**config.mk**
```make
export PLATFORM = sky130hd
export DESIGN_NAME = root_engine_arbiter
export DESIGN_NICKNAME = d
export VERILOG_FILES = /design/src/rtl/root_engine_arbiter_pkg.sv /design/src/rtl/root_engine_arbiter_rr_arbiter.sv /design/src/rtl/root_engine_arbiter.sv
export SDC_FILE = /design/constraint.sdc
export NUM_CORES = 1
export LEC_CHECK = 0
export CORE_MARGIN = 2
export CORE_UTILIZATION = 43
export DETAILED_ROUTE_END_ITERATION = 10
export GPL_ROUTABILITY_DRIVEN = 0
export PLACE_DENSITY = 0.8
export SETUP_SLACK_MARGIN = 0.05
export SLEW_MARGIN = 15
export SYNTH_ARGS = -nofsm -noshare
export SYNTH_HDL_FRONTEND = slang
export SYNTH_SLANG_ARGS = --single-unit
```
**constraint.sdc**
```tcl
create_clock -name clk -period 3.1 [get_ports clk]
set_input_delay 0.62 -clock clk [delete_from_list [all_inputs] [get_ports clk]]
set_output_delay 0.62 -clock clk [all_outputs]
set_load 0.01 [all_outputs]
```
**src/rtl/root_engine_arbiter_pkg.sv**
```systemverilog
// root_pkg: shared widths, default timeout and FSM state encoding for the root engine arbiter
package root_pkg;
  localparam int RAD_W = 10;
  localparam int ORD_W = 3;
  localparam int RES_W = 20;
  localparam int TIMEOUT_DEF = 1023;
  typedef enum logic [2:0] {IDLE, ISSUE, WAIT, RESP, DRAIN, ERST} state_t;
endpackage

```
**src/rtl/root_engine_arbiter_rr_arbiter.sv**
```systemverilog
// rr_arbiter: combinational round-robin grant from a registered pointer advanced on accept
module rr_arbiter #(
  parameter int N = 4,
  parameter int IDW = 2
) (
  input  logic           clk,
  input  logic           rst_n,
  input  logic [N-1:0]   req,
  input  logic           accept,
  output logic           any,
  output logic [IDW-1:0] idx,
  output logic [N-1:0]   gnt
);
  logic [IDW-1:0] ptr;
  logic [IDW:0]   s;
  logic [IDW-1:0] j;
  always_comb begin
    any = 1'b0;
    idx = '0;
    s = '0;
    j = '0;
    for (int k = 0; k < N; k++) begin
      s = {1'b0, ptr} + (IDW+1)'(k);
      j = IDW'(s >= (IDW+1)'(N) ? s - (IDW+1)'(N) : s);
      if (!any && req[j]) begin
        any = 1'b1;
        idx = j;
      end
    end
    gnt = any ? N'(1) << idx : '0;
  end
  always_ff @(posedge clk) begin
    if (!rst_n) ptr <= '0;
    else if (accept) ptr <= idx == IDW'(N-1) ? '0 : idx + 1'b1;
  end
endmodule

```
**src/rtl/root_engine_arbiter.sv**
```systemverilog
// root_engine_arbiter: shares one hazard-prone root engine among N requesters with tagged responses
module root_engine_arbiter
  import root_pkg::*;
#(
  parameter int N = 4,
  parameter int IDW = 2,
  parameter int TIMEOUT = TIMEOUT_DEF
) (
  input  logic               clk,
  input  logic               rst_n,
  input  logic [N-1:0]       req_valid,
  input  logic [N*RAD_W-1:0] req_data_1,
  input  logic [N*ORD_W-1:0] req_data_2,
  output logic [N-1:0]       req_ready,
  output logic               resp_valid,
  output logic [IDW-1:0]     resp_id,
  output logic [RES_W-1:0]   resp_data,
  output logic               resp_err,
  output logic               eng_in_valid,
  output logic [RAD_W-1:0]   eng_data_1,
  output logic [ORD_W-1:0]   eng_data_2,
  input  logic               eng_out_valid,
  input  logic [RES_W-1:0]   eng_out_data,
  output logic               eng_soft_rst_n
);
  localparam int CW = $clog2(TIMEOUT + 1);
  localparam logic [CW-1:0] TOP = CW'(TIMEOUT);
  state_t state, state_n;
  logic [CW-1:0]  cnt;
  logic [IDW-1:0] gnt_q, idx;
  logic [N-1:0]   gnt;
  logic           any;
  rr_arbiter #(.N(N), .IDW(IDW)) u_rr (
    .clk(clk), .rst_n(rst_n), .req(req_valid), .accept(state == IDLE && any),
    .any(any), .idx(idx), .gnt(gnt)
  );
  always_comb begin
    state_n = state;
    case (state)
      IDLE:    if (any) state_n = req_data_2[idx*ORD_W +: ORD_W] == '0 ? RESP : ISSUE;
      ISSUE:   state_n = WAIT;
      WAIT:    state_n = eng_out_valid ? RESP : cnt == TOP ? ERST : WAIT;
      RESP:    state_n = resp_err ? IDLE : DRAIN;
      DRAIN:   state_n = eng_out_valid ? DRAIN : IDLE;
      ERST:    state_n = cnt == CW'(1) ? RESP : ERST;
      default: state_n = IDLE;
    endcase
  end
  always_ff @(posedge clk) begin
    if (!rst_n) begin
      state <= IDLE;
      cnt <= '0;
      gnt_q <= '0;
      req_ready <= '0;
      resp_valid <= 1'b0;
      resp_id <= '0;
      resp_data <= '0;
      resp_err <= 1'b0;
      eng_in_valid <= 1'b0;
      eng_data_1 <= '0;
      eng_data_2 <= '0;
      eng_soft_rst_n <= 1'b1;
    end else begin
      state <= state_n;
      cnt <= state_n != state ? '0 : cnt == TOP ? cnt : cnt + 1'b1;
      req_ready <= state == IDLE && state_n != IDLE ? gnt : '0;
      eng_in_valid <= state == IDLE && state_n == ISSUE;
      eng_soft_rst_n <= state_n != ERST;
      resp_valid <= state_n == RESP;
      if (state == IDLE && any) begin
        gnt_q <= idx;
        eng_data_1 <= req_data_1[idx*RAD_W +: RAD_W];
        eng_data_2 <= req_data_2[idx*ORD_W +: ORD_W];
      end
      if (state_n == RESP && state != RESP) begin
        resp_id <= state == IDLE ? idx : gnt_q;
        resp_err <= state != WAIT;
        resp_data <= state == WAIT ? eng_out_data : '0;
      end
    end
  end
endmodule
```
## After elaboration in Yosys (flattened, before gate mapping)

Cells that the tools add are included.

| storage, ports and cells | value |
|---|---|
| register bits | 60 |
| bits of input ports | 79 |
| output and inout bits | 43 |

| cells by class | value |
|---|---|
| add/sub/neg operators | 9 |
| multipliers | 2 |
| magnitude comparators | 8 |
| eq/ne operators | 14 |
| shift operators | 3 |
| multiplexer cells | 31 |
| bitwise logic cells | 1 |
| reductions and logical operators | 15 |

Operators with widths:

| kind | number |
|---|---|
| $shiftx 40x7->10 | 1 |
| $mux 2 | 11 |
| $mux 20 | 1 |
| $mux 3 | 6 |
| $pmux 3 s6 | 1 |
| $lt 2x3->1 const B | 4 |
| $shiftx 12x5->3 | 1 |
| $add 10x1->10 const B | 1 |
| $eq 10x1->1 const B | 1 |
| $eq 10x10->1 const B | 1 |
| $eq 3x2->1 const B | 3 |
| $ge 3x3->1 const B | 3 |
| $bmux 1 s2 | 4 |
| $mux 1 | 8 |
| $sub 2x1->2 const B | 4 |
| $logic_and 1x1->1 | 7 |
| $add 2x2->3 const B | 2 |
| $eq 3x1->1 const B | 2 |
| $eq 3x3->1 const B | 2 |
| $logic_not 3->1 | 2 |
| $ne 3x2->1 const B | 2 |
| $mul 2x3->5 const B | 1 |
| $mul 2x2->4 const B | 1 |
| $shl 1x2->4 const A | 1 |
| 11 further kinds | 13 |

## Longest topological paths before layout

| logic depth | value |
|---|---|
| word-level depth | 23 |
| gate-level depth with buffers | 10 |
| gate-level depth less buffers | 8 |

## Cells and area by module

A second synthesis with hierarchy kept.

| unflattened totals | value |
|---|---|
| cell total of the unflattened synthesis | 274 |
| area total of the unflattened synthesis | 2820.2 um2 |

By module, submodules not included:

| module | times used | cells an instance | area an instance (um2) | sequential area each (um2) |
|---|---|---|---|---|
| root_engine_arbiter | 1 | 244 | 2539.9 | 1161.1 |
| rr_arbiter | 1 | 30 | 280.3 | 40.0 |

## Least setup slack after synthesis

OpenSTA, ideal clock, no wires.

| timing path | value |
|---|---|
| kind | input -> register |
| from | in req_valid[2] |
| to | reg resp_err |
| arrival | 2.247 ns |
| data required time | 2.981 ns |
| setup slack | 0.735 ns |
| stages | 7 |
| buffers on the path | 1 |
| path through | nor2b_1 > o21ai_0 > o221a_2 > clkbuf_1 > mux2_2 > a31o_2 > o221a_2 |

| on the way | value |
|---|---|
| longest elaborated chain between the ends | 20 |
| elaborated cells between the ends (all ways) | 30 |
| classes of those cells | 1 x mul; 1 x eq/ne; 1 x shift; 19 x mux; 8 x reduce/logical |

RTL lines:

| element | line | RTL |
|---|---|---|
| start, declared | root_engine_arbiter.sv:11 | `input logic [N-1:0] req_valid,` |
| $bmux 1 s2 | root_engine_arbiter_rr_arbiter.sv:25 | `if (!any && req[j]) begin` |
| $mux 1 (not written as such) | root_engine_arbiter_rr_arbiter.sv:25 |  |
| $mux 1 | root_engine_arbiter_rr_arbiter.sv:25 |  |
| $logic_not 1->1 | root_engine_arbiter_rr_arbiter.sv:25 |  |
| $logic_and 1x1->1 | root_engine_arbiter_rr_arbiter.sv:25 |  |
| $mux 1 | root_engine_arbiter_rr_arbiter.sv:25 |  |
| $logic_not 1->1 | root_engine_arbiter_rr_arbiter.sv:25 |  |
| $logic_and 1x1->1 | root_engine_arbiter_rr_arbiter.sv:25 |  |
| [4 not listed] | -- |  |
| $mul 2x2->4 | root_engine_arbiter.sv:40 | `IDLE: if (any) state_n = req_data_2[idx*ORD_W +: ORD_W] == '0 ? RESP : ISSUE;` |
| $shiftx 12x5->3 | root_engine_arbiter.sv:40 |  |
| $logic_not 3->1 | root_engine_arbiter.sv:40 |  |
| $mux 2 | root_engine_arbiter.sv:40 |  |
| $mux 3 * | root_engine_arbiter.sv:40 |  |
| $pmux 3 s6 * | root_engine_arbiter.sv:39 | `case (state)` |
| $eq 3x2->1 * | root_engine_arbiter.sv:75 | `if (state_n == RESP && state != RESP) begin` |
| $logic_and 1x1->1 * | root_engine_arbiter.sv:75 |  |
| end signal, assigned | root_engine_arbiter.sv:58 | `resp_err <= 1'b0;` |
| end signal, assigned | root_engine_arbiter.sv:77 | `resp_err <= state != WAIT;` |
| end, declared | root_engine_arbiter.sv:18 | `output logic resp_err,` |

Mark *: on every way between the ends. The rest lies on a longest branch, timed or not. The select of a mux whose other input is x is not followed.
A chain may end at the register's enable or synchronous reset.

## Final worst setup path

| timing path | value |
|---|---|
| from | in req_valid[2] |
| to | reg resp_data[1] |

| on the way | value |
|---|---|
| longest elaborated chain between the ends | 20 |
| elaborated cells between the ends (all ways) | 30 |
| classes of those cells | 1 x mul; 1 x eq/ne; 1 x shift; 19 x mux; 8 x reduce/logical |

RTL lines:

| element | line | RTL |
|---|---|---|
| $bmux 1 s2 | root_engine_arbiter_rr_arbiter.sv:25 |  |
| $mux 1 (not written as such) | root_engine_arbiter_rr_arbiter.sv:25 |  |
| $mux 1 | root_engine_arbiter_rr_arbiter.sv:25 |  |
| $logic_not 1->1 | root_engine_arbiter_rr_arbiter.sv:25 |  |
| $logic_and 1x1->1 | root_engine_arbiter_rr_arbiter.sv:25 |  |
| $mux 1 | root_engine_arbiter_rr_arbiter.sv:25 |  |
| $logic_not 1->1 | root_engine_arbiter_rr_arbiter.sv:25 |  |
| $logic_and 1x1->1 | root_engine_arbiter_rr_arbiter.sv:25 |  |
| [4 not listed] | -- |  |
| $mul 2x2->4 | root_engine_arbiter.sv:40 |  |
| $shiftx 12x5->3 | root_engine_arbiter.sv:40 |  |
| $logic_not 3->1 | root_engine_arbiter.sv:40 |  |
| $mux 2 | root_engine_arbiter.sv:40 |  |
| $mux 3 * | root_engine_arbiter.sv:40 |  |
| $pmux 3 s6 * | root_engine_arbiter.sv:39 |  |
| $eq 3x2->1 * | root_engine_arbiter.sv:75 |  |
| $logic_and 1x1->1 * | root_engine_arbiter.sv:75 |  |
| end signal, assigned | root_engine_arbiter.sv:78 | `resp_data <= state == WAIT ? eng_out_data : '0;` |
| end, declared | root_engine_arbiter.sv:17 | `output logic [RES_W-1:0] resp_data,` |

Marked as above.

==> reports/qor.txt <==
Syn Nets: 453
Longest Clk Path Bufs: 2
post-route ant nets: 0
Worst setup SP type: input pin
Area Overhead vs Synth: 50.0%
Avg WL per Cell: 15.1 microns
share of cells above drive strength 1: 7.72%
Reg2Reg Setup Slack: 0.65 ns
post_cts resized: 0
max-slew violation count: 0
dpl ws: 0.0457 ns
Final min period: 2.75 ns
total routed wirelength: 8650 microns
WHS: 0.458 ns
Multi-input gate area: 1630 sq um
worst endpoint required time: 3.36 ns
vias in the first global route: 3019
LEAKAGE: 0.00176 uW
f_max: 364 MHz
Initial Utilization: 44.3%
ys flop type: dfxtp_1
Yosys warnings: 0
initial antenna violation count: 0
share of the clock period used by the worst path after layout: 88.6%
Setup WS post-layout: 0.355 ns
maximum vdd ir drop: 535 uV
maximum capacitance violations: 0
Sinks on Clock Net: 60
sum of negative setup slack: 0 ns
DRT Pass-1 Iters: 4
Fillers: 556
num rows: 30
DIE WIDTH: 87.4 microns
Worst-path clk slew: 0.07 ns
unrepaired setup endpoints after global routing: false
syn_area_per_cell: 8.04 sq um
nets: 568
reg2reg path depth: 8
final setup fails: 0
Seq/Total Area, Yosys: 40.2%
Worst Skew: 0.00729 ns
Max stage delay cell, worst path: clkdlybuf4s50_1
Setup crit end kind: flip-flop
number of synthesized flops with an enable pin: 0
die span in y: 87.4 microns
Post-DP HPWL: 6470 microns
WS Path Type: input pin to flip-flop
Via-to-Cell Ratio: 5.33
status: complete, no violations
Hold Crit Class: flip-flop to flip-flop
CP Cell Sequence: clkdlybuf4s50_1 -> nor2b_1 -> a211o_1 -> and2_1 -> mux2i_1 -> a22o_4 -> a31oi_4 -> buf_12 -> mux2i_1
Pwr Total: 3920 uW
pwr/cell area: 874 nW/um^2
FF/Latch Area: 1200 sq um
Mapped Cells: 372
Hold Path Sink: resp_data[6]
CTS tree: yes
worst-path maximum fanout: 20
Port-buffer cells: 121
crit path DAT: 3.01 ns
Antenna Cells: 0
hold depth: 2
initial DRC count: 211
Synth Register Bits: 60
first-pass GRT wire length: 14200 microns
TritonCTS buffer count: 9
total number of vias: 3046
setup bufs post-CTS: 0
Clock Latency Late Sink: 0.34 ns
Root Driver: clkbuf_8
total core area: 6760 sq um
Yosys cell types: 48
Hold-fix buffers, CTS: 0
hold path startpoint: resp_data[6]
reg2reg start: cnt[0]
crit-path most repeated cell: mux2i_1
H-tree levels: 3
reg2reg end: resp_data[1]
IO Count: 122
die footprint: 7640 sq um
Cell Area, Synth: 2990 sq um
Congestion Overflow GR: 0
worst slew pin tran: 0.994 ns
Hold Vio Cnt, Final: 0
Max-slew headroom: 33.5%
ys async rst share: 0%
DRC errors left: 0
slowest cell delay on critical path: 0.50 ns
pin count of the biggest net entering global routing: 25
Global Route Usage Sum: 23.9%
==> logic make-up after synthesis <==
group                    share of synthesized area [%]
flip-flops                                        40.2
multiplexers                                      9.46
AO/OA/AOI/OAI                                     12.2
AND/OR/NAND/NOR                                   30.5
buffers and inverters                             5.31
XOR/XNOR                                          1.46
adder cells (fa/ha/maj)                          0.837
==> Yosys cell counts, types with 2 or more instances <==
library cell    n  area [sq um]
nand2_1       101           379
dfxtp_1        60          1200
nand3_1        34           170
mux2i_1        26           260
nor2_1         24          90.1
clkbuf_1       18          67.6
a21oi_1        17          85.1
nor3_1         10          50.1
nor2b_1         8          50.1
a311oi_1        5          43.8
buf_6           5          56.3
o21ai_0         5          25.0
a211oi_1        4          30.0
inv_1           4          15.0
and3_1          3          18.8
nand4_1         3          18.8
o21a_1          3          22.5
xor2_1          3          26.3
a211o_1         2          17.5
and2_1          2          12.5
and4_1          2          17.5
buf_4           2          15.0
ha_1            2          25.0
mux2_2          2          22.5
nor4_1          2          12.5
o221a_2         2          22.5
xnor2_1         2          17.5
==> worst max-delay path, delay by kind of cell <==
kind            cells  cell delay [ns]
mux                 2             0.41
simple gates        2             0.57
buf+inv             2             0.71
compound gates      3             0.69
==> where the power goes <==
| part | internal, uW | switching [uW] |
|---|---|---|
| Combinational | 914 | 1040 |
| Sequential | 961 | 139 |
| Clock | 539 | 328 |
| Total | 2410 | 1500 |
==> placed cells by master, fill, tap and decap left out, types with 2 or more instances in the layout <==
cell	instances
a211o_1	2
a211oi_1	4
a21oi_1	17
a311oi_1	5
and2_1	2
and3_1	3
and4_1	2
buf_4	8
bufinv_16	3
clkbuf_8	9
clkdlybuf4s50_1	121
clkinvlp_4	2
dfxtp_1	60
ha_1	2
inv_1	4
inv_6	2
mux2_2	2
mux2i_1	26
nand2_1	101
nand3_1	34
nand4_1	3
nor2_1	24
nor2b_1	8
nor3_1	10
nor4_1	2
o21a_1	3
o21ai_0	5
o221a_2	2
xnor2_1	2
xor2_1	3
==> flip-flops by register name (all words and copies together), names as in the netlist <==
name	flops
resp_data	20
cnt	10
eng_data_1	10
req_ready	4
eng_data_2	3
state	3
gnt_q	2
resp_id	2
u_rr.ptr	2
eng_in_valid	1
eng_soft_rst_n	1
resp_err	1
resp_valid	1
==> layout make-up <==
class / instances / share of cell area [%]
clock inverter: 7 / 2.73
multi-input combinational: 282 / 36.4
sequential: 60 / 26.8
clock buffer: 9 / 2.76
timing repair buffer: 130 / 28.8
tap: 80 / 2.23
inverter: 4 / 0.335
==> worst max-delay path by stage <==
stage	start	endpoint	depth (start not counted)	slack, ns
3_5_place_dp	req_valid[2]	resp_data[1]	9	0.05
6_report	req_valid[2]	resp_data[1]	9	0.35
2_1_floorplan	req_valid[2]	resp_err	7	0.73
3_3_place_gp	req_valid[1]	resp_data[6]	9	0.17
4_1_cts	req_valid[2]	resp_data[1]	9	0.40
5_1_grt	req_valid[2]	resp_data[15]	9	0.22
==> metal layers <==
layer  vias to the layer above  part of all wire, %  GRT usage (%)
li1                       1521                    -              -
met1                      1417                   45           31.6
met2                        81                   48           36.9
met3                        27                  3.9           4.64
met4                         0                  3.6           11.9
met5                         -                    0              0
==> per-stage QoR <==
| stage | instances | utilization [%] | area (sq um) |
|---|---|---|---|
| floorplan | 372 | - | 2990 |
| global placement | 556 | 62.7 | 4240 |
| detailed placement | 556 | 62.7 | 4240 |
| CTS | 572 | 66.4 | 4480 |
| global route | 572 | 66.4 | 4480 |
| finish | 572 | 66.4 | 4480 |
Note: power is estimated with default switching activity, not from simulation.
